--- config.mk ---
export PLATFORM = sky130hd
export DESIGN_NAME = decode_stage_n
export DESIGN_NICKNAME = d
export VERILOG_FILES = /design/src/rtl/decode_stage_n_pkg.sv /design/src/rtl/decode_stage_n_lane.sv /design/src/rtl/decode_stage_n.sv
export SDC_FILE = /design/constraint.sdc
export NUM_CORES = 1
export LEC_CHECK = 0
export CAP_MARGIN = 15
export CORE_AREA = 2 2 195 197
export DETAILED_ROUTE_END_ITERATION = 10
export DIE_AREA = 0 0 197 199
export GPL_ROUTABILITY_DRIVEN = 0
export PLACE_DENSITY = 0.73
export RECOVER_POWER = 50
export SYNTH_ARGS = -nofsm -noshare
export SYNTH_HDL_FRONTEND = slang
export SYNTH_SLANG_ARGS = --single-unit
--- constraint.sdc ---
create_clock -name Clk -period 2.2 [get_ports Clk]
set_clock_uncertainty 0.05 [all_clocks]
set_input_delay 0.33 -clock Clk [delete_from_list [all_inputs] [get_ports Clk]]
set_output_delay 0.33 -clock Clk [all_outputs]
set_load 0.02 [all_outputs]
--- src/rtl/decode_stage_n_pkg.sv ---
// Shared types for the LoongArch32 N-wide decode stage.
// Class codes, opcode match constants, immediate kinds and the lane bundle.
package decode_stage_n_pkg;

    localparam int INST_W = 32;

    typedef enum logic [2:0] {
        CLS_ALU     = 3'd0,
        CLS_MULDIV  = 3'd1,
        CLS_LOAD    = 3'd2,
        CLS_STORE   = 3'd3,
        CLS_BRANCH  = 3'd4,
        CLS_CSR     = 3'd5,
        CLS_INVALID = 3'd7
    } cls_e;

    typedef enum logic [2:0] {
        IMM_NONE,
        IMM_SI12,
        IMM_SI20,
        IMM_OFFS16,
        IMM_OFFS26
    } imm_e;

    localparam logic [5:0] OP6_LDST   = 6'b001010;
    localparam logic [5:0] OP6_JIRL   = 6'h13;
    localparam logic [5:0] OP6_B      = 6'h14;
    localparam logic [5:0] OP6_BL     = 6'h15;
    localparam logic [5:0] OP6_BRLAST = 6'h1B;
    localparam logic [7:0] OP8_CSR    = 8'h04;
    localparam logic [6:0] OP7_LU12I  = 7'b0001010;
    localparam logic [6:0] OP7_PCADDU = 7'b0001110;
    localparam logic [6:0] MD_LO      = 7'h38;
    localparam logic [6:0] MD_HI      = 7'h47;

    typedef struct packed {
        logic [4:0]  rd;
        logic [4:0]  rj;
        logic [4:0]  rk;
        logic        wen;
        cls_e        cls;
        logic [31:0] imm;
    } lane_t;

    function automatic logic [31:0] make_imm(imm_e t, logic [INST_W-1:0] inst);
        logic [31:0] r;
        r = '0;
        unique case (t)
            IMM_SI12:   r = {{20{inst[21]}}, inst[21:10]};
            IMM_SI20:   r = {inst[24:5], 12'b0};
            IMM_OFFS16: r = {{14{inst[25]}}, inst[25:10], 2'b00};
            IMM_OFFS26: r = {{4{inst[9]}}, inst[9:0], inst[25:10], 2'b00};
            default:    r = '0;
        endcase
        return r;
    endfunction

endpackage

--- src/rtl/decode_stage_n_lane.sv ---
// Single-lane combinational LoongArch32 field, class and immediate extraction.
// Used once per lane by decode_stage_n.
module decode_lane
    import decode_stage_n_pkg::*;
(
    input  logic [INST_W-1:0] inst_i,
    output lane_t             lane_o
);

    logic [5:0] op6;
    logic [3:0] op4;
    logic [6:0] op7;
    logic       is_3r;
    logic       is_si12;
    logic       is_u20;
    logic       is_ld;
    logic       is_st;
    logic       is_br;
    logic       is_csr;
    imm_e       imm_t;

    assign op6     = inst_i[31:26];
    assign op4     = inst_i[25:22];
    assign op7     = inst_i[21:15];
    assign is_3r   = (inst_i[31:22] == 10'd0);
    assign is_si12 = (op6 == 6'd0) && op4[3];
    assign is_u20  = (inst_i[31:25] == OP7_LU12I) ||
                     (inst_i[31:25] == OP7_PCADDU);
    assign is_ld   = (op6 == OP6_LDST) &&
                     (op4 inside {4'd0, 4'd1, 4'd2, 4'd8, 4'd9});
    assign is_st   = (op6 == OP6_LDST) &&
                     (op4 inside {4'd4, 4'd5, 4'd6});
    assign is_br   = (op6 >= OP6_JIRL) && (op6 <= OP6_BRLAST);
    assign is_csr  = (inst_i[31:24] == OP8_CSR);

    // Classify the instruction and pick register routing and immediate kind
    always_comb begin
        lane_o     = '0;
        lane_o.rd  = inst_i[4:0];
        lane_o.rj  = inst_i[9:5];
        lane_o.rk  = inst_i[14:10];
        lane_o.cls = CLS_INVALID;
        imm_t      = IMM_NONE;
        unique case (1'b1)
            is_3r: begin
                lane_o.cls = (op7 >= MD_LO && op7 <= MD_HI) ? CLS_MULDIV
                                                             : CLS_ALU;
                lane_o.wen = 1'b1;
            end
            is_si12: begin
                lane_o.cls = CLS_ALU;
                lane_o.wen = 1'b1;
                imm_t      = IMM_SI12;
            end
            is_u20: begin
                lane_o.cls = CLS_ALU;
                lane_o.wen = 1'b1;
                imm_t      = IMM_SI20;
            end
            is_ld: begin
                lane_o.cls = CLS_LOAD;
                lane_o.wen = 1'b1;
                imm_t      = IMM_SI12;
            end
            is_st: begin
                lane_o.cls = CLS_STORE;
                lane_o.rk  = inst_i[4:0];
                imm_t      = IMM_SI12;
            end
            is_csr: begin
                lane_o.cls = CLS_CSR;
                lane_o.wen = 1'b1;
            end
            is_br: begin
                lane_o.cls = CLS_BRANCH;
                if (op6 == OP6_JIRL) begin
                    lane_o.wen = 1'b1;
                    imm_t      = IMM_OFFS16;
                end else if (op6 == OP6_B) begin
                    imm_t = IMM_OFFS26;
                end else if (op6 == OP6_BL) begin
                    lane_o.rd  = 5'd1;
                    lane_o.wen = 1'b1;
                    imm_t      = IMM_OFFS26;
                end else begin
                    lane_o.rk = inst_i[4:0];
                    imm_t     = IMM_OFFS16;
                end
            end
            default: ;
        endcase
        if (lane_o.rd == 5'd0) lane_o.wen = 1'b0;
        lane_o.imm = make_imm(imm_t, inst_i);
    end

endmodule

--- src/rtl/decode_stage_n.sv ---
// N-wide LoongArch32 decode stage: one output register with valid/ready.
// Optional DECODE_SKID_EN adds a one-bundle skid register and registered InReady.
module decode_stage_n
    import decode_stage_n_pkg::*;
#(
    parameter int DECODE_WIDTH = 4,
    parameter int PC_W         = 32
) (
    input  logic                           Clk,
    input  logic                           Rest,
    input  logic                           InFlush,
    input  logic                           InValid,
    output logic                           InReady,
    input  logic [PC_W-1:0]                InPc,
    input  logic [INST_W*DECODE_WIDTH-1:0] InInst,
    input  logic [DECODE_WIDTH-1:0]        InLaneMask,
    output logic                           OutValid,
    input  logic                           OutReady,
    output logic [DECODE_WIDTH-1:0]        OutLaneMask,
    output logic [PC_W*DECODE_WIDTH-1:0]   OutPc,
    output logic [5*DECODE_WIDTH-1:0]      OutRd,
    output logic [5*DECODE_WIDTH-1:0]      OutRj,
    output logic [5*DECODE_WIDTH-1:0]      OutRk,
    output logic [DECODE_WIDTH-1:0]        OutWen,
    output logic [3*DECODE_WIDTH-1:0]      OutClass,
    output logic [32*DECODE_WIDTH-1:0]     OutImm
);

    localparam int W = DECODE_WIDTH;

    lane_t [W-1:0]            dec_lane;
    logic  [W-1:0][PC_W-1:0]  dec_pc;
    lane_t [W-1:0]            pipe_lane_q, pipe_lane_d;
    logic  [W-1:0][PC_W-1:0]  pipe_pc_q, pipe_pc_d;
    logic  [W-1:0]            pipe_mask_q, pipe_mask_d;
    logic                     pipe_vld_q, pipe_vld_d;
    logic                     accept;

    for (genvar g = 0; g < W; g++) begin : g_lane
        lane_t raw;
        decode_lane u_lane (
            .inst_i (InInst[INST_W*g +: INST_W]),
            .lane_o (raw)
        );
        assign dec_lane[g] = InLaneMask[g] ? raw : lane_t'(0);
        assign dec_pc[g]   = InLaneMask[g] ? InPc + PC_W'(4 * g) : '0;

        assign OutPc[PC_W*g +: PC_W] = pipe_pc_q[g];
        assign OutRd[5*g +: 5]       = pipe_lane_q[g].rd;
        assign OutRj[5*g +: 5]       = pipe_lane_q[g].rj;
        assign OutRk[5*g +: 5]       = pipe_lane_q[g].rk;
        assign OutWen[g]             = pipe_lane_q[g].wen;
        assign OutClass[3*g +: 3]    = pipe_lane_q[g].cls;
        assign OutImm[32*g +: 32]    = pipe_lane_q[g].imm;
    end

    assign OutValid    = pipe_vld_q;
    assign OutLaneMask = pipe_mask_q;

`ifdef DECODE_SKID_EN
    lane_t [W-1:0]            skid_lane_q, skid_lane_d;
    logic  [W-1:0][PC_W-1:0]  skid_pc_q, skid_pc_d;
    logic  [W-1:0]            skid_mask_q, skid_mask_d;
    logic                     skid_vld_q, skid_vld_d;
    logic                     ready_q;

    assign InReady = ready_q && !InFlush;
    assign accept  = InValid && InReady;

    // Refill the output register from skid first so bundle order is kept
    always_comb begin
        pipe_vld_d  = pipe_vld_q;
        pipe_mask_d = pipe_mask_q;
        pipe_lane_d = pipe_lane_q;
        pipe_pc_d   = pipe_pc_q;
        skid_vld_d  = skid_vld_q;
        skid_mask_d = skid_mask_q;
        skid_lane_d = skid_lane_q;
        skid_pc_d   = skid_pc_q;
        if (InFlush) begin
            pipe_vld_d  = 1'b0;
            pipe_mask_d = '0;
            skid_vld_d  = 1'b0;
            skid_mask_d = '0;
        end else if (!pipe_vld_q || OutReady) begin
            if (skid_vld_q) begin
                pipe_vld_d  = 1'b1;
                pipe_mask_d = skid_mask_q;
                pipe_lane_d = skid_lane_q;
                pipe_pc_d   = skid_pc_q;
                skid_vld_d  = 1'b0;
            end else if (accept) begin
                pipe_vld_d  = 1'b1;
                pipe_mask_d = InLaneMask;
                pipe_lane_d = dec_lane;
                pipe_pc_d   = dec_pc;
            end else begin
                pipe_vld_d = 1'b0;
            end
        end else if (accept) begin
            skid_vld_d  = 1'b1;
            skid_mask_d = InLaneMask;
            skid_lane_d = dec_lane;
            skid_pc_d   = dec_pc;
        end
    end

    // Skid storage and the registered ready it drives
    always_ff @(posedge Clk) begin
        if (Rest) begin
            skid_vld_q  <= 1'b0;
            skid_mask_q <= '0;
            skid_lane_q <= '0;
            skid_pc_q   <= '0;
            ready_q     <= 1'b1;
        end else begin
            skid_vld_q  <= skid_vld_d;
            skid_mask_q <= skid_mask_d;
            skid_lane_q <= skid_lane_d;
            skid_pc_q   <= skid_pc_d;
            ready_q     <= !skid_vld_d;
        end
    end
`else
    assign InReady = !InFlush && (!pipe_vld_q || OutReady);
    assign accept  = InValid && InReady;

    // Load on accept, drain on consume, flush beats accept
    always_comb begin
        pipe_vld_d  = pipe_vld_q;
        pipe_mask_d = pipe_mask_q;
        pipe_lane_d = pipe_lane_q;
        pipe_pc_d   = pipe_pc_q;
        if (InFlush) begin
            pipe_vld_d  = 1'b0;
            pipe_mask_d = '0;
        end else if (accept) begin
            pipe_vld_d  = 1'b1;
            pipe_mask_d = InLaneMask;
            pipe_lane_d = dec_lane;
            pipe_pc_d   = dec_pc;
        end else if (OutReady) begin
            pipe_vld_d = 1'b0;
        end
    end
`endif

    // Output pipeline register
    always_ff @(posedge Clk) begin
        if (Rest) begin
            pipe_vld_q  <= 1'b0;
            pipe_mask_q <= '0;
            pipe_lane_q <= '0;
            pipe_pc_q   <= '0;
        end else begin
            pipe_vld_q  <= pipe_vld_d;
            pipe_mask_q <= pipe_mask_d;
            pipe_lane_q <= pipe_lane_d;
            pipe_pc_q   <= pipe_pc_d;
        end
    end

endmodule

== Yosys cells after proc, flatten, opt, wreduce, memory -nomap -nowiden ==
Cells that the tools add are included.

* $add $sub $neg: 3
* Order comparisons: 16
* Eq/ne operators: 72
* Muxes and demuxes: 86
* Bitwise logic cells: 1
* Reduce and logical (&&, ||, !) cells: 68

{| class="wikitable"
|+ Operators by type and width
! cell !! count
|-
| 32-bit case mux with 4 select lines || 4
|-
| 51-bit 2-to-1 mux || 4
|-
| 32-bit 2-to-1 mux || 4
|-
| 5-bit 2-to-1 mux || 24
|-
| 6-bit by 5-bit equality test with 1-bit output (second input constant) || 12
|-
| 3-bit case mux with 6 select lines || 4
|-
| 32-bit by 4-bit adder with 32-bit output (second input constant) || 2
|-
| 7-bit by 4-bit equality test with 1-bit output (second input constant) || 8
|-
| 4-bit by 3-bit equality test with 1-bit output (second input constant) || 12
|-
| 10-bit logical NOT || 4
|-
| 5-bit case mux with 2 select lines || 4
|-
| 3-bit 2-to-1 mux || 12
|-
| 3-bit case mux with 3 select lines || 4
|-
| 32-bit by 3-bit adder with 32-bit output (second input constant) || 1
|-
| 4-bit equality test (second input constant) || 8
|-
| 8-bit by 3-bit equality test with 1-bit output (second input constant) || 4
|-
| 7-bit by 6-bit greater-or-equal comparator with 1-bit output (second input constant) || 4
|-
| 7-bit <= comparator (second input constant) || 4
|-
| 3-bit by 2-bit equality test with 1-bit output (second input constant) || 8
|-
| 6-bit by 4-bit equality test with 1-bit output (second input constant) || 4
|-
| 6-bit by 5-bit greater-or-equal comparator with 1-bit output (second input constant) || 4
|-
| 6-bit by 5-bit <= comparator with 1-bit output (second input constant) || 4
|-
| 6-bit logical NOT || 4
|-
| 6-bit 2-to-1 mux || 4
|-
| 19 further kinds || 99
|}

* Flip-flop bits (word level): 337
* Input bits: 169
* Output and inout bits: 338
* Word-level logic and storage cells: 276

== Logic depth before layout (Yosys ltp) ==
Gate-level depths: netlist of run 1.

* Depth after elaboration: 8
* Gate-level depth with buffers: 8
* Gate-level depth less buffers: 7

== Cells and area by module ==
From an unflattened synthesis of run 1, not the netlist that was laid out.

* Cell total of the unflattened synthesis: 2,194
* Area total of the unflattened synthesis: 17,290.3 um2

{| class="wikitable"
|+ Modules (own cells, without submodules)
! module !! instances !! cells each !! area an instance (um2) !! seq. area each (um2)
|-
| decode_stage_n || 1 || 1,710 || 13,651.8 || 6,746.5
|-
| decode_lane || 4 || 121 || 909.6 || 0.0
|}

== Worst setup path after synthesis of run 1 ==
No wires, ideal clock.

* Path type: register to register
* Start point: reg pipe_vld_q, in the netlist OutValid
* End point: reg pipe_lane_q (netlist bit OutClass[8])
* Setup time: 101 ps
* Arrival time: 1,957 ps
* Required time: 2,049 ps
* Slack: 92 ps
* Stages on the path, launching flop included: 8
* Path buffers: 2
* Period minus slack after synthesis: 2,108 ps
* Cells stage by stage: dfxtp_1 nor2b_1 nor3_1 nor2_1 clkbuf_1 clkbuf_1 nand2_1 o41ai_1

* Word-level cells in the longest chain between the ends: 5

{| class="wikitable"
|+ Ends and longest elaborated chain
! element !! line !! text
|-
| start: declaration || decode_stage_n.sv:36 || <nowiki>logic pipe_vld_q, pipe_vld_d;</nowiki>
|-
| start signal: assignment || decode_stage_n.sv:156 || <nowiki>pipe_vld_q <= pipe_vld_d;</nowiki>
|-
| 1-bit logical NOT || decode_stage_n.sv:125 || <nowiki>assign InReady = !InFlush && (!pipe_vld_q || OutReady);</nowiki>
|-
| 1-bit logical OR || decode_stage_n.sv:125 ||
|-
| 1-bit logical AND || decode_stage_n.sv:125 ||
|-
| 1-bit logical AND || decode_stage_n.sv:126 || <nowiki>assign accept = InValid && InReady;</nowiki>
|-
| 2-bit AND reduction (no line) || -- ||
|-
| end signal: assignment || decode_stage_n.sv:158 || <nowiki>pipe_lane_q <= pipe_lane_d;</nowiki>
|-
| end: declaration || decode_stage_n.sv:33 || <nowiki>lane_t [W-1:0] pipe_lane_q, pipe_lane_d;</nowiki>
|}

No other way between the ends.
A chain may end at the register's enable or synchronous reset.

== Worst setup path in the final report of run 1 ==
* Start point: in InInst[122]
* End point: reg pipe_lane_q (netlist bit OutRk[18])

* Word-level cells in the longest chain between the ends: 6
* Elaborated cells between the ends (all ways): 13
* Classes of those cells: order compare: 2; eq/ne: 4; mux: 5; reduce/logical: 2

{| class="wikitable"
|+ Ends and longest elaborated chain
! element !! line !! text
|-
| start: declaration || decode_stage_n.sv:15 || <nowiki>input logic [INST_W*DECODE_WIDTH-1:0] InInst,</nowiki>
|-
| 6-bit by 5-bit equality test with 1-bit output || decode_stage_n_lane.sv:81 || <nowiki>end else if (op6 == OP6_BL) begin</nowiki>
|-
| 5-bit 2-to-1 mux || decode_stage_n_lane.sv:81 ||
|-
| 6-bit 2-to-1 mux || decode_stage_n_lane.sv:79 || <nowiki>end else if (op6 == OP6_B) begin</nowiki>
|-
| 5-bit 2-to-1 mux || decode_stage_n_lane.sv:76 || <nowiki>if (op6 == OP6_JIRL) begin</nowiki>
|-
| 5-bit case mux with 2 select lines * || decode_stage_n_lane.sv:44 || <nowiki>unique case (1'b1)</nowiki>
|-
| 51-bit 2-to-1 mux * || decode_stage_n.sv:45 || <nowiki>assign dec_lane[g] = InLaneMask[g] ? raw : lane_t'(0);</nowiki>
|}

Mark *: on every way between the ends. The rest lies on a longest branch, timed or not.

==> load_flow_metrics.sql, run 1 <==
INSERT INTO impl_metrics (metric_group, metric, value, unit) VALUES
('timing', 'report.final.slew_viol_count', '0', ''),
('die', 'fp.dieArea', '39200', 'sq um'),
('detailed_routing', 'drt-vias-per-instance', '5.96', ''),
('synth', 'postSynth.asyncResetShare', '0', ''),
('global_routing', 'grt_pass1_vias', '17400', ''),
('clock_network', 'h-tree-depth', '2', ''),
('cells_and_area', 'layout_common_cells', '337 x sky130_fd_sc_hd__dfxtp_1, 329 x sky130_fd_sc_hd__clkdlybuf4s50_1, 263 x sky130_fd_sc_hd__nand2_1, 243 x sky130_fd_sc_hd__buf_4, 174 x sky130_fd_sc_hd__dlygate4sd3_1', ''),
('clock_network', 'cts_root_buffer_type', 'sky130_fd_sc_hd__clkbuf_16', ''),
('setup_path', 'critical_path.endpoint_type', 'flip-flop', ''),
('detailed_routing', 'remaining_drc_errors', '0', ''),
('placement', 'place_ws', '-0.394', 'ns'),
('timing', 'period_minus_slack', '2.08', 'ns'),
('synth', 'synth_enable_flop_cells', '0', ''),
('detailed_routing', 'finalWirelength', '65.8', 'mm'),
('synth', 'adder_cell_share_of_the_synthesized_area', '0.00322', ''),
('synth', 'mappedNetlistNets', '2025', ''),
('placement', 'dp_hpwl', '48.8', 'mm'),
('timing', 'finalSetupViolCount', '0', ''),
('timing', 'final.setup.tns', '0', 'ns'),
('setup_path', 'worst_setup_path_start_kind', 'input port', ''),
('global_routing', 'grt_antenna_before_repair', '3', ''),
('cells_and_area', 'layout.cells.most_common', 'sky130_fd_sc_hd__dfxtp_1', ''),
('die', 'core-area', '37100', 'sq um'),
('die', 'floorplan.initialDensity', '0.418', ''),
('die', 'ioPinCount', '507', ''),
('setup_path', 'r2r_start', 'OutValid', ''),
('setup_path', 'timing.reg2reg.worst_path_depth', '8', ''),
('setup_path', 'r2r_end', 'OutPc[4]', ''),
('clock_network', 'ctsHoldBuffers', '0', ''),
('setup_path', 'endpoint_arrival_time_on_the_critical_path', '2.49', 'ns'),
('setup_path', 'critical_path_class', 'input port to flip-flop', ''),
('die', 'std_cell_rows', '71', ''),
('synth', 'synth_top_family_by_area', 'compound AO/OA/AOI/OAI gates', ''),
('hold_path', 'worstHoldEndpoint', 'OutPc[27]', ''),
('synth', 'synth_flop_cell', 'sky130_fd_sc_hd__dfxtp_1', ''),
('detailed_routing', 'first_pass_iters', '10', ''),
('clock_network', 'cts_inserted_buffers', '39', ''),
('timing', 'setup_repair_after_global_routing_missed_its_margin', 'no', ''),
('setup_path', 'reg2reg_setup_slack', '0.15', 'ns'),
('setup_path', 'timing.critical_path.from', 'InInst[122]', ''),
('synth', 'synthTopCellsByArea', 'sky130_fd_sc_hd__dfxtp_1 43%, sky130_fd_sc_hd__nand2_1 6.4%, sky130_fd_sc_hd__a21oi_1 4.6%', ''),
('synth', 'number_of_synthesized_register_bits', '337', ''),
('global_routing', 'pin_count_of_the_biggest_net_entering_global_routing', '123', ''),
('die', 'floorplan.die.height', '199', 'microns'),
('synth', 'post_synth_and_or_nand_nor_area_fraction', '0.211', ''),
('cells_and_area', 'stdcell_count', '3015', ''),
('timing', 'finalWorstSetupSlack', '0.116', 'ns'),
('die', 'die_width', '197', 'microns'),
('synth', 'compound_gate_portion_of_the_synthesized_area', '0.245', ''),
('placement', 'buffer_ports.inserted', '506', ''),
('detailed_routing', 'num_vias', '18000', ''),
('clock_network', 'cts_tree', 'yes', ''),
('synth', 'synthesis.area', '15500', 'sq um'),
('cells_and_area', 'final.fill_count', '3110', ''),
('timing', 'final_hold_viol_count', '0', ''),
('clock_network', 'cts.reportedPaths.clkPinSlew', '0.06', 'ns'),
('cells_and_area', 'area_growth_syn_to_layout', '55.2', '%'),
('hold_path', 'hold_path.startpoint', 'Rest', ''),
('detailed_routing', 'drt.antenna.violating_nets', '0', ''),
('synth', 'seq_area_frac_synth', '0.434', ''),
('setup_path', 'critical_path.max_fanout', '4', ''),
('placement', 'numPlacedInstances', '2943', ''),
('hold_path', 'hold_class', 'input port to flip-flop', ''),
('clock_network', 'number_of_buffers_between_clock_root_and_the_deepest_sink', '3', ''),
('job', 'max-cap-violations', '0', ''),
('synth', 'synth_top_cell_area_share', '0.434', ''),
('pwr', 'power-per-cell-area', '630', 'nW/um^2'),
('pwr', 'worst_ir_drop_vdd', '0.664', 'mV'),
('synth', 'cell_count_after_synthesis', '1852', ''),
('timing', 'achievable-frequency', '480', 'MHz'),
('outcome', 'status', 'finished clean', '');
## where the power goes
part,switching (uW),internal [uW]
sequential,77.9,6230
combinational,1250,972
clock,2630,4020
## critical path, stage by stage
cell	delay, ns
sky130_fd_sc_hd__dlygate4sd3_1	0.56
sky130_fd_sc_hd__and4bb_2	0.33
sky130_fd_sc_hd__nand4_1	0.14
sky130_fd_sc_hd__a221oi_1	0.53
sky130_fd_sc_hd__clkbuf_2	0.28
sky130_fd_sc_hd__mux2i_1	0.21
sky130_fd_sc_hd__o21ai_0	0.09
## repair_timing
| action | CTS | global route |
|---|---|---|
| gates resized for setup | 0 | 1 |
| buffers inserted | 0 | 0 |
| endpoints found under the setup margin | 0 | 1 |
## final cells by class
cell class              count  area (sq um)  area share
diodes                      3          7.51    0.000312
clock buffers              57          1170      0.0484
clock inverters            12           135     0.00561
inverters                  14          52.6     0.00218
multi-input cells        1333          8100       0.336
flip-flops and latches    337          6750       0.280
well taps                 474           593      0.0246
repair buffers            785          7300       0.303
## cells in the mapped netlist (7+ instances only)
cell                       count
sky130_fd_sc_hd__nand2_1     263
sky130_fd_sc_hd__clkbuf_1    133
sky130_fd_sc_hd__mux2i_1      20
sky130_fd_sc_hd__nand3_1     111
sky130_fd_sc_hd__inv_1        13
sky130_fd_sc_hd__nor2b_1      11
sky130_fd_sc_hd__and3_1       15
sky130_fd_sc_hd__nor2_1      113
sky130_fd_sc_hd__dfxtp_1     337
sky130_fd_sc_hd__o21ai_1      11
sky130_fd_sc_hd__xor2_1       51
sky130_fd_sc_hd__nand4_1      40
sky130_fd_sc_hd__a221oi_1     27
sky130_fd_sc_hd__nor3_1       26
sky130_fd_sc_hd__a21oi_1     142
sky130_fd_sc_hd__buf_1        14
sky130_fd_sc_hd__a222oi_1     51
sky130_fd_sc_hd__and2_1       10
sky130_fd_sc_hd__and4_1       10
sky130_fd_sc_hd__xnor2_1      32
sky130_fd_sc_hd__a211o_1       7
sky130_fd_sc_hd__o21ai_0     109
sky130_fd_sc_hd__nand2b_1      9
sky130_fd_sc_hd__o31ai_1      10
sky130_fd_sc_hd__a22o_1       27
sky130_fd_sc_hd__nand3b_1     12
sky130_fd_sc_hd__buf_2        19
sky130_fd_sc_hd__a211oi_1     22
sky130_fd_sc_hd__nor4_1       17
sky130_fd_sc_hd__a22oi_1      82
## flip-flops by register name, indices dropped and copies added (netlist names)
register / count
OutRk: 20
OutRj: 20
OutRd: 20
OutImm: 128
OutValid: 1
OutLaneMask: 4
OutPc: 128
OutClass: 12
OutWen: 4
## layer usage
metal,global-route usage,share of wire
met2,0.531,0.46
met3,0.0843,0.097
met4,0.173,0.052
met1,0.399,0.39
met5,0,0
## cell families after synthesis
family                   Yosys count
XOR/XNOR                          83
flip-flops                       337
adder cells (fa/ha/maj)            4
AO/OA/AOI/OAI                    548
multiplexers                      20
AND/OR/NAND/NOR                  678
buffers and inverters            182
## worst max-delay path by stage
stage | end | slack, ns
after floorplan | OutClass[8] | 0.09
after global placement | OutPc[127] | -0.55
after detailed placement | OutImm[24] | -0.39
after CTS | OutPc[57] | 0.14
after global routing | OutWen[0] | 0.00007
final | OutRk[18] | 0.12
## stage by stage
stage,instance area (sq um),utilization,hold WS [ns],power [uW]
2_1_floorplan,15500,-,0.428,7350
3_3_place_gp,22900,0.617,0.384,8650
3_5_place_dp,22900,0.617,0.393,8680
4_1_cts,24200,0.652,0.0709,15300
5_1_grt,24100,0.649,0.0958,15700
6_report,24100,0.649,0.0890,15200
No activity file was read; power rests on OpenSTA's default activity.
==> run 2, diff against run 1 <==
--- a/config.mk
+++ b/config.mk
@@ -6,11 +6,13 @@
 export NUM_CORES = 1
 export LEC_CHECK = 0
 export CAP_MARGIN = 15
-export CORE_AREA = 2 2 195 197
+export CELL_PAD_IN_SITES_DETAIL_PLACEMENT = 1
+export CELL_PAD_IN_SITES_GLOBAL_PLACEMENT = 1
+export CORE_UTILIZATION = 34
 export DETAILED_ROUTE_END_ITERATION = 10
-export DIE_AREA = 0 0 197 199
 export GPL_ROUTABILITY_DRIVEN = 0
-export PLACE_DENSITY = 0.73
+export GPL_TIMING_DRIVEN = 0
+export PLACE_DENSITY = 0.8
 export RECOVER_POWER = 50
 export SYNTH_ARGS = -nofsm -noshare
 export SYNTH_HDL_FRONTEND = slang
==> load_flow_metrics.sql, run 2 (same netlist as run 1, synthesis figures left out) <==
INSERT INTO impl_metrics (metric_group, metric, value, unit) VALUES
('outcome', 'status', 'complete, but fails checks', ''),
('outcome', 'violations', 'setup timing', ''),
('setup_path', 'worst_setup_path_start_kind', 'input port', ''),
('timing', 'period_minus_slack', '2.29', 'ns'),
('clock_network', 'number_of_buffers_between_clock_root_and_the_deepest_sink', '3', ''),
('placement', 'numPlacedInstances', '2913', ''),
('hold_path', 'hold_class', 'input port to flip-flop', ''),
('setup_path', 'critPathRequiredTime', '2.58', 'ns'),
('detailed_routing', 'avgRoutedWirePerCell', '26.9', 'microns'),
('die', 'die_width', '216', 'microns'),
('job', 'max-cap-violations', '0', ''),
('timing', 'setup_repair_after_global_routing_missed_its_margin', 'yes', ''),
('clock_network', 'h-tree-depth', '2', ''),
('detailed_routing', 'drt-vias-per-instance', '5.97', ''),
('pwr', 'power.share.clock', '0.454', ''),
('pwr', 'internal-power', '11200', 'uW'),
('cells_and_area', 'layout.cells.most_common', 'sky130_fd_sc_hd__dfxtp_1', ''),
('timing', 'final_hold_viol_count', '0', ''),
('global_routing', 'grt_first_pass_wirelength', '118', 'mm'),
('timing', 'achievable-frequency', '436', 'MHz'),
('detailed_routing', 'remaining_drc_errors', '0', ''),
('clock_network', 'cts.reportedPaths.clkPinSlew', '0.06', 'ns'),
('timing', 'finalSetupViolCount', '5', ''),
('setup_path', 'critical_path.endpoint_type', 'flip-flop', ''),
('clock_network', 'clk-insertion-delay-late', '0.56', 'ns'),
('clock_network', 'cts_inserted_buffers', '40', ''),
('cells_and_area', 'nets', '2558', ''),
('clock_network', 'ctsHoldBuffers', '0', ''),
('timing', 'slew_limit_headroom', '0.255', ''),
('global_routing', 'groute.usage.overall', '0.337', ''),
('clock_network', 'clock_sink_count', '337', ''),
('cells_and_area', 'layout-drive-gt1-share', '0.0983', ''),
('cells_and_area', 'area_growth_syn_to_layout', '47.4', '%'),
('placement', 'buffer_ports.inserted', '467', ''),
('cells_and_area', 'stdcell_count', '3007', ''),
('timing', 'final.setup.tns', '-0.141', 'ns'),
('pwr', 'comb_power_share', '0.138', ''),
('placement', 'dp_hpwl', '60.9', 'mm'),
('timing', 'timing.hold.ws', '0.0822', 'ns'),
('pwr', 'power-per-cell-area', '675', 'nW/um^2'),
('cells_and_area', 'layout_common_cells', '337 x sky130_fd_sc_hd__dfxtp_1, 304 x sky130_fd_sc_hd__dlygate4sd3_1, 261 x sky130_fd_sc_hd__nand2_1, 161 x sky130_fd_sc_hd__clkdlybuf4s50_1, 139 x sky130_fd_sc_hd__a21oi_1', ''),
('pwr', 'sequentialPowerShare', '0.409', ''),
('pwr', 'switching_power', '4270', 'uW'),
('timing', 'report.final.slew_viol_count', '0', ''),
('setup_path', 'endpoint_arrival_time_on_the_critical_path', '2.67', 'ns'),
('die', 'floorplan.initialDensity', '0.348', ''),
('setup_path', 'critical_path_class', 'input port to flip-flop', ''),
('die', 'std_cell_rows', '77', ''),
('die', 'floorplan.die.height', '216', 'microns'),
('cells_and_area', 'fin_area', '22900', 'sq um'),
('clock_network', 'cts_tree', 'yes', ''),
('timing', 'finalWorstSetupSlack', '-0.0932', 'ns'),
('clock_network', 'cts_root_buffer_type', 'sky130_fd_sc_hd__clkbuf_16', ''),
('global_routing', 'pin_count_of_the_biggest_net_entering_global_routing', '13', ''),
('setup_path', 'critical_path.max_fanout', '10', ''),
('detailed_routing', 'initialDrtViolationCount', '1472', ''),
('cells_and_area', 'final.fill_count', '5189', ''),
('pwr', 'finalPower', '15400', 'uW'),
('die', 'ioPinCount', '507', ''),
('global_routing', 'grt_antenna_before_repair', '6', ''),
('timing', 'final.period_utilization', '1.04', ''),
('pwr', 'worst_ir_drop_vdd', '0.415', 'mV'),
('pwr', 'switching_part_of_the_total_power', '0.276', ''),
('detailed_routing', 'num_vias', '17900', ''),
('placement', 'dpl-instance-area', '21000', 'sq um'),
('detailed_routing', 'finalWirelength', '80.9', 'mm'),
('timing', 'tightestPinTransition', '1.12', 'ns'),
('die', 'fp.dieArea', '46500', 'sq um'),
('global_routing', 'grt_pass1_vias', '18300', ''),
('die', 'core-area', '44600', 'sq um'),
('detailed_routing', 'drt.antenna.violating_nets', '0', ''),
('pwr', 'p_leak', '0.00879', 'uW'),
('global_routing', 'grt_remaining_overflow', '0', ''),
('detailed_routing', 'first_pass_iters', '7', '');
[run 2: changes by cell type in the layout (fill, tap and decap cells not counted), sizes merged]
cell / previous run / this run
buf: 261 / 57
clkdlybuf4s50: 329 / 161
dlygate4sd3: 174 / 304
clkbuf: 78 / 194
clkinv: 9 / 4
dlygate4sd2: 0 / 2
inv: 14 / 16
diode: 3 / 4
[run 2: critical path: stages]
cell and delay (ns):
sky130_fd_sc_hd__clkdlybuf4s50_1 0.60, sky130_fd_sc_hd__clkbuf_8 0.27, sky130_fd_sc_hd__inv_1 0.14, sky130_fd_sc_hd__ha_1 0.34, sky130_fd_sc_hd__nor4_2 0.43, sky130_fd_sc_hd__nand4_1 0.19
sky130_fd_sc_hd__xor2_1 0.24, sky130_fd_sc_hd__o21ai_0 0.11
[run 2: repair_timing]
| action | 4_1_cts | 5_1_grt |
|---|---|---|
| endpoints found under the setup margin | 329 | 206 |
| setup buffers | 9 | 15 |
| pin swaps | 6 | 10 |
| gates resized for setup | 82 | 63 |
[run 2: final timing paths]
path / depth (start not counted) / end / slack (ns) / from
hold / removal: 3 / OutPc[8] / 0.08 / InPc[8]
setup reg to reg: 6 / OutImm[82] / -0.04 / OutValid
setup / recovery: 8 / OutPc[126] / -0.09 / InPc[2]
hold reg to reg: 2 / OutPc[31] / 0.40 / OutPc[31]
[run 2: metal layers]
metal / vias up / part of all wire / GRT usage
met5: - / 0.00033 / 0
met2: 918 / 0.46 / 0.546
met4: 4 / 0.057 / 0.187
li1: 7913 / - / -
met3: 244 / 0.080 / 0.0709
met1: 8869 / 0.40 / 0.415
[run 2: area by class of cell]
class / count / area, sq um / share of cell area
sequential: 337 / 6750 / 0.295
clock buffer: 59 / 1230 / 0.0539
tap: 592 / 741 / 0.0324
timing repair buffer: 493 / 4890 / 0.214
antenna: 4 / 10.0 / 0.000437
clock inverter: 9 / 128 / 0.00557
inverter: 14 / 52.6 / 0.00230
buffer: 166 / 751 / 0.0328
multi-input combinational: 1333 / 8340 / 0.364
[run 2: per-stage QoR]
stage / utilization / setup slack [ns]
finish: 0.513 / -0.0932
global route: 0.513 / -0.137
CTS: 0.508 / -0.0252
detailed placement: 0.470 / -1.70
global placement: 0.470 / -1.70
floorplan: - / 0.0920
[run 2: power groups by stage]
stage	sequential, uW	combinational, uW	clock (uW)
3_5_place_dp	6450	2040	0
6_report	6310	2130	7010
3_3_place_gp	6440	2010	0
5_1_grt	6320	2230	7280
4_1_cts	6320	2110	7060
2_1_floorplan	6590	765	0
